File: config.mk
export PLATFORM = sky130hd
export DESIGN_NAME = fetch_unit
export DESIGN_NICKNAME = d
export VERILOG_FILES = /design/src/rtl/cpu_pkg.sv /design/src/rtl/fetch_unit.sv
export SDC_FILE = /design/constraint.sdc
export NUM_CORES = 1
export LEC_CHECK = 0
export CAP_MARGIN = 20
export CORE_MARGIN = 4
export CORE_UTILIZATION = 60
export CTS_CLUSTER_DIAMETER = 50
export DETAILED_ROUTE_END_ITERATION = 10
export DONT_BUFFER_PORTS = 1
export PLACE_DENSITY = 0.76
export SKIP_CTS_REPAIR_TIMING = 1
export SLEW_MARGIN = 10
export SYNTH_ARGS = -nofsm -noshare
export SYNTH_HDL_FRONTEND = slang
export SYNTH_SLANG_ARGS = --single-unit
File: constraint.sdc
create_clock -name clk -period 1.7 [get_ports clk]
set_input_delay 0.255 -clock clk [delete_from_list [all_inputs] [get_ports clk]]
set_output_delay 0.255 -clock clk [all_outputs]
set_load 0.02 [all_outputs]
File: src/rtl/cpu_pkg.sv
// Shared CPU definitions: datapath widths, opcode length marker and the
// fetch FSM state encoding.
package cpu_pkg;

  localparam int unsigned ADDR_W   = 8;
  localparam int unsigned DATA_W   = 8;
  // Opcode bit that marks a 2-byte (opcode + immediate) instruction.
  localparam int unsigned LONG_BIT = 7;

  typedef enum logic [1:0] {
    FETCH_OP  = 2'd0,
    FETCH_IMM = 2'd1,
    HOLD      = 2'd2
  } fetch_state_e;

endpackage : cpu_pkg

File: src/rtl/fetch_unit.sv
// Instruction fetch stage. Owns the PC, reads 1- or 2-byte instructions
// from a combinational-read memory and holds each assembled instruction
// for decode until a valid/ready handshake. Execute may redirect the PC.
//
// Ports:
//   clk, reset        clock; synchronous active-low reset
//   fetch_en          allow new opcode fetches
//   mem_addr/mem_rd   memory read address (always pc) and read strobe
//   mem_rdata         memory read data, same cycle as mem_addr
//   redirect(_pc)     branch taken and its target
//   instr_valid/ready decode handshake
//   instr_opcode/imm/long/pc  held instruction payload
module fetch_unit
  import cpu_pkg::*;
#(
  parameter logic [ADDR_W-1:0] RESET_PC = 8'h00
) (
  input  logic              clk,
  input  logic              reset,
  input  logic              fetch_en,
  output logic [ADDR_W-1:0] mem_addr,
  output logic              mem_rd,
  input  logic [DATA_W-1:0] mem_rdata,
  input  logic              redirect,
  input  logic [ADDR_W-1:0] redirect_pc,
  output logic              instr_valid,
  input  logic              instr_ready,
  output logic [DATA_W-1:0] instr_opcode,
  output logic [DATA_W-1:0] instr_imm,
  output logic              instr_long,
  output logic [ADDR_W-1:0] instr_pc
);

  fetch_state_e      state, state_d;
  logic [ADDR_W-1:0] pc, pc_d;
  logic [DATA_W-1:0] opcode_d, imm_d;
  logic              long_d;
  logic [ADDR_W-1:0] ipc_d;

  // The memory is always addressed by the PC.
  assign mem_addr = pc;

  // State and payload registers.
  always_ff @(posedge clk) begin
    if (!reset) begin
      state        <= FETCH_OP;
      pc           <= RESET_PC;
      instr_valid  <= 1'b0;
      instr_opcode <= '0;
      instr_imm    <= '0;
      instr_long   <= 1'b0;
      instr_pc     <= '0;
    end else begin
      state        <= state_d;
      pc           <= pc_d;
      // Valid is registered and tracks HOLD exactly.
      instr_valid  <= (state_d == HOLD);
      instr_opcode <= opcode_d;
      instr_imm    <= imm_d;
      instr_long   <= long_d;
      instr_pc     <= ipc_d;
    end
  end

  // Next-state, next-payload and read strobe.
  always_comb begin
    state_d  = state;
    pc_d     = pc;
    opcode_d = instr_opcode;
    imm_d    = instr_imm;
    long_d   = instr_long;
    ipc_d    = instr_pc;
    mem_rd   = 1'b0;

    unique case (state)
      FETCH_OP:  mem_rd = fetch_en;
      FETCH_IMM: mem_rd = 1'b1;
      default:   mem_rd = 1'b0;
    endcase

    if (redirect) begin
      // Discards any partial or held instruction; a same-edge handshake
      // in HOLD has already been consumed by decode.
      pc_d    = redirect_pc;
      state_d = FETCH_OP;
    end else begin
      unique case (state)
        FETCH_OP: begin
          if (fetch_en) begin
            opcode_d = mem_rdata;
            ipc_d    = pc;
            pc_d     = ADDR_W'(pc + 1'b1);
            if (mem_rdata[LONG_BIT]) begin
              state_d = FETCH_IMM;
            end else begin
              imm_d   = '0;
              long_d  = 1'b0;
              state_d = HOLD;
            end
          end
        end
        FETCH_IMM: begin
          imm_d   = mem_rdata;
          long_d  = 1'b1;
          pc_d    = ADDR_W'(pc + 1'b1);
          state_d = HOLD;
        end
        HOLD: begin
          if (instr_ready) state_d = FETCH_OP;
        end
        default: state_d = FETCH_OP;
      endcase
    end
  end

endmodule : fetch_unit

### After elaboration in Yosys (flattened, before gate mapping)

Cells that the tools add are included.

* flip-flop bits (word level): 36
* input port bits: 21
* output and inout port bits: 35
* word-level logic and storage cells: 36

* add/subtract/negate cells: 1
* eq/ne operators: 6
* mux-type cells: 15
* bitwise operators: 1
* reduce and logical (&&, ||, !) cells: 6

Operators by type and width (number)
* $mux W8: 4
* $pmux W8 S2: 2
* $add A8 B1 Y8 const B: 1
* $mux W2: 4
* $pmux W2 S3: 1
* $eq A2 B2 Y1 const B: 2
* $ne A2 B2 Y1 const B: 2
* $pmux W1 S2: 2
* $reduce_and A4 Y1: 1
* $ne A3 B3 Y1 const B: 1
* $reduce_and A3 Y1: 1
* $reduce_bool A3 Y1: 1
* $eq A2 B1 Y1 const B: 1
* $logic_not A2 Y1: 1
* $mux W1: 2
* $reduce_and A2 Y1: 1
* $reduce_bool A2 Y1: 1
* $not A1 Y1: 1

### Longest topological paths before layout

Gate-level depths: netlist (run 1).

* depth in word-level cells: 5
* mapped depth: 6
* gate-level depth less buffers: 5

### Least setup slack after synthesis (run 1)

Ideal clock, no wire load.

* kind: reg-to-reg
* start point: register pc[0], in the netlist mem_addr[0]
* end point: register pc[4], in the netlist mem_addr[4]
* setup time: 125 ps
* arrival: 1119 ps
* data required time: 1575 ps
* setup slack: 456 ps
* stages on the path, launching flop included: 6
* path buffers: 0
* period minus slack after synthesis: 1244 ps
* cell sequence: dfxtp_1 ha_1 and3_1 o211ai_1 o2111ai_1 nand3_1

* longest elaborated chain between the ends: 4

Ends and longest elaborated chain
* start, declared: RTL line fetch_unit.sv:35 `logic [ADDR_W-1:0] pc, pc_d;`
* start signal, assigned: RTL line fetch_unit.sv:55 `pc <= pc_d;`
* $add A8 B1 Y8 (*): RTL line fetch_unit.sv:92, fetch_unit.sv:105
* $mux W8: RTL line fetch_unit.sv:89 `if (fetch_en) begin`
* $pmux W8 S2 (*): RTL line fetch_unit.sv:87 `unique case (state)`
* $mux W8 (*): RTL line fetch_unit.sv:81 `if (redirect) begin`

Every way passes the cells marked *; elsewhere a longest branch is shown, timed or not. The select of a mux whose other input is x is not followed.
A chain may end at the register's enable or synchronous reset.

### Final worst setup path (run 1)

* start point: register state[1]
* end point: register instr_imm[4]

* longest elaborated chain between the ends: 3
* elaborated cells on any way between the ends: 7
* classes of those cells: eq/ne (3); mux (1); reduce/logical (3)

Ends and longest elaborated chain
* start, declared: RTL line fetch_unit.sv:34 `fetch_state_e state, state_d;`
* start signal, assigned: RTL line fetch_unit.sv:54 `state <= state_d;`
* $eq A2 B1 Y1 / $logic_not A2 Y1 (equally long branches): RTL line fetch_unit.sv:87
* $reduce_bool A2 Y1 (no source line) / $ne A2 B2 Y1 (equally long branches)
* $reduce_and A4 Y1 (no source line)
* end signal, assigned: RTL line fetch_unit.sv:59 `instr_imm <= imm_d;`
* end, declared: RTL line fetch_unit.sv:29 `output logic [DATA_W-1:0] instr_imm,`

Parallel ways exist; a longest one is shown, timed or not.

==> results.md, run 1 <==
- Run status: finished clean
- Share of the yosys chip area belonging to registers: 46.9%
- CP cell instances: nor2_1, and2_0, a22oi_1, nor2b_1
- Maximum vdd ir drop: 0.000946 V
- HP Class: input port to flip-flop
- CP Launch Type: flip-flop
- DRT antenna net count: 0
- Fill cells: 202
- Worst Hold Endpoint: mem_addr[0]$_SDFFE_PN0P_
- Die area: 3430 um2
- CTS Buf Count: 5
- Setup TNS Final: 0 ps
- Die Y: 58.6 um
- P&R area growth vs syn: 7.65%
- Final routed DRC violation total: 0
- Max cap viols: 0
- Overall Global Routing Usage: 20.1%
- Critical path required time: 1970 ps
- Final Net Count: 190
- Clock transition at path regs: 100 ps
- DP HPWL: 2.38 mm
- Synth top area cells: dfxtp_1 (47%), nand2_1 (7.6%), a21boi_2 (6.6%), nor2b_1 (4.1%), a22oi_1 (3.9%)
- I/O pins: 56
- CP peak stage delay: 460 ps
- Pleak: 0.592 nW
- Worst rel slew slack: 68.3%
- Chip width: 58.6 um
- Clock root cell: clkbuf_4
- Synth unique cells: 34
- Post-synth top cells: dfxtp_1 (36), nand2_1 (31), nor2b_1 (10)
- Share of layout cells above drive strength 1: 17.2%
- Synth warn: 0
- Number of cell rows: 18
- Clock sink count: 36
- RSZ-0062 raised after global routing: false
- Power per cell area: 1010 nW/um2
- Clock Tree Buf Depth: 2
- Drt first-iter violations: 53
- Initial Util: 62.6%
- Syn Nets: 184
- Input/output buffers: 0
- GPL Wtd Cong: 0.784
- Synth async-reset ratio: 0%
- Largest net degree at the start of global routing: 39
- Tcrit/Tclk final: 86.5%
- Remaining global-route overflow: 0
- Post-synth EDFFs: 0
- Clk_lat worst skew: 330 ps
- Crit path capture type: flip-flop
- Final hold vios: 0
- FF+latch area: 721 um2
- Yosys top cell area share: 46.9%
- Biggest fanout along the worst timing path: 9
- Antenna Cells: 0
- Worst setup path startpoint: state[1]$_SDFF_PN0_
- Worst Reg-to-Reg Cells: 4
- Synth Instances: 162
- Vias/cell: 5.89
- Placed cell area: 1570 um2
- Worst Skew: 4.59 ps
- Cell taking the most area after synthesis: dfxtp_1
- Fmax: 680 MHz
- Initial antenna violation count: 0
- Final Cell Area: 1650 um2
- Global-route wire length before repair: 5.18 mm
- Hold-critical path depth: 2
- Tmin final: 1470 ps
- Crit path kind: flip-flop to flip-flop
- Wirelength, routed: 3.32 mm
- Number of global-route vias before repair: 1,131
- Vias: 1,172
- Hold Crit Start: reset
- H-tree lvl count: 2
- Yosys reg bits: 36
- Synthesized area per cell: 9.48 um2
- R2r setup slk: 230 ps
- Crit-path slowest cell: and2_0
- Arrival @ worst endpoint: 1740 ps
- RR Endpoint: instr_imm[4]$_SDFFE_PN0P_
- Core footprint: 2450 um2
- Final setup vio count: 0
- Mapped Area: 1540 um2
- Wirelength per Cell: 16.7 um
- Top FF cell, synth: dfxtp_1
- Area of the multi-input gates: 746 um2
- 1st-pass router iterations: 4
- Worst-margin pin slew: 475 ps
- TritonCTS clock tree: done
- Reg2reg start: state[1]$_SDFF_PN0_
- Top-count cell post-synth: dfxtp_1
- Final Slew Violations: 0
## cells by family after synthesis
| group | share of synthesized area (%) |
|---|---|
| and+or+nand+nor | 22.1 |
| buffers and inverters | 4.56 |
| DFF | 46.9 |
| adders and majority gates | 0.814 |
| muxes | 0.651 |
| AOI/OAI and AO/OA | 21.6 |
| xor gates and xnor gates | 3.42 |
## cells in the final DEF, fill, tap and decap left out, types with 2 or more instances in the layout
cell	netlist	final
o21ai_0	8	8
a21boi_0	7	7
a22oi_1	8	8
nand2_2	2	2
a21boi_2	9	9
xor2_1	5	5
clkbuf_4	0	5
buf_4	1	8
nand4_1	2	2
dfxtp_1	36	36
a21oi_1	8	8
nor4bb_1	2	2
nand2_1	31	31
nor2b_1	10	10
nand3_1	5	5
and3_1	3	3
## final cells by class
| cell class | instances | share of cell area [%] |
|---|---|---|
| Sequential cell | 36 | 43.6 |
| Inverter | 1 | 0.227 |
| Multi-Input combinational cell | 115 | 45.1 |
| Tap cell | 30 | 2.27 |
| Clock inverter | 2 | 2.12 |
| Timing Repair Buffer | 9 | 4.24 |
| Clock buffer | 6 | 2.50 |
## where the power goes
| group | internal (mW) | switching [mW] | leakage [nW] |
|---|---|---|---|
| combinational | 0.0714 | 0.0840 | 0.256 |
| sequential | 0.878 | 0.0648 | 0.294 |
| clock | 0.308 | 0.272 | 0.0422 |
| total | 1.26 | 0.421 | 0.592 |
## routing by layer
metal | up-vias | share of wire [%] | track usage [%]
li1 | 576 | - | -
met1 | 547 | 42 | 22.9
met2 | 42 | 47 | 32.1
met3 | 7 | 9.5 | 9.65
met4 | 0 | 1.4 | 8.74
met5 | - | 0 | 0
## stage by stage
stage | hold WS, ps | total power [mW] | worst slack (ps) | instances | utilization [%]
after floorplan | 331 | 1.08 | 456 | 162 | -
after global placement | 336 | 1.11 | 363 | 190 | 63.9
after detailed placement | 337 | 1.12 | 287 | 190 | 63.9
after CTS | -25.1 | 1.69 | 248 | 198 | 67.0
after global routing | 23.3 | 1.75 | 128 | 199 | 67.4
final | 46.4 | 1.68 | 229 | 199 | 67.4
## sequential cells by signal (all words and copies together), names as in the netlist
signal / flops
instr_imm: 8
instr_opcode: 8
instr_pc: 8
mem_addr: 8
state: 2
instr_long: 1
instr_valid: 1
## worst max-delay path, delay by kind of cell, from the launching register on
kind / cells / cell delay (ps)
compound gates: 1 / 170
simple gates: 3 / 860
flops: 1 / 380
## how the worst max path moves through the flow
stage	cells after the start	to	slack [ps]
floorplan	5	mem_addr[4]$_SDFFE_PN0P_	460
global placement	4	mem_addr[4]$_SDFFE_PN0P_	360
detailed placement	4	instr_imm[1]$_SDFFE_PN0P_	290
CTS	4	instr_imm[4]$_SDFFE_PN0P_	250
global route	4	instr_imm[4]$_SDFFE_PN0P_	130
finish	4	instr_imm[4]$_SDFFE_PN0P_	230
Power figures use the tool's default switching activity.
==> inputs of run 2 (changes only) <==
--- a/config.mk
+++ b/config.mk
@@ -8,7 +8,7 @@
 export CAP_MARGIN = 20
 export CORE_MARGIN = 4
 export CORE_UTILIZATION = 60
-export CTS_CLUSTER_DIAMETER = 50
+export CTS_CLUSTER_DIAMETER = 150
 export DETAILED_ROUTE_END_ITERATION = 10
 export DONT_BUFFER_PORTS = 1
 export PLACE_DENSITY = 0.76
==> results of run 2 <==
Same layout as run 1: the final DEF is identical, and so are final timing and power.
==> inputs of run 3 (changes only) <==
--- a/config.mk
+++ b/config.mk
@@ -12,6 +12,7 @@
 export DETAILED_ROUTE_END_ITERATION = 10
 export DONT_BUFFER_PORTS = 1
 export PLACE_DENSITY = 0.76
+export SETUP_SLACK_MARGIN = 0.1
 export SKIP_CTS_REPAIR_TIMING = 1
 export SLEW_MARGIN = 10
 export SYNTH_ARGS = -nofsm -noshare
==> results of run 3 <==
Same layout as run 1: the final DEF is identical, and so are final timing and power.
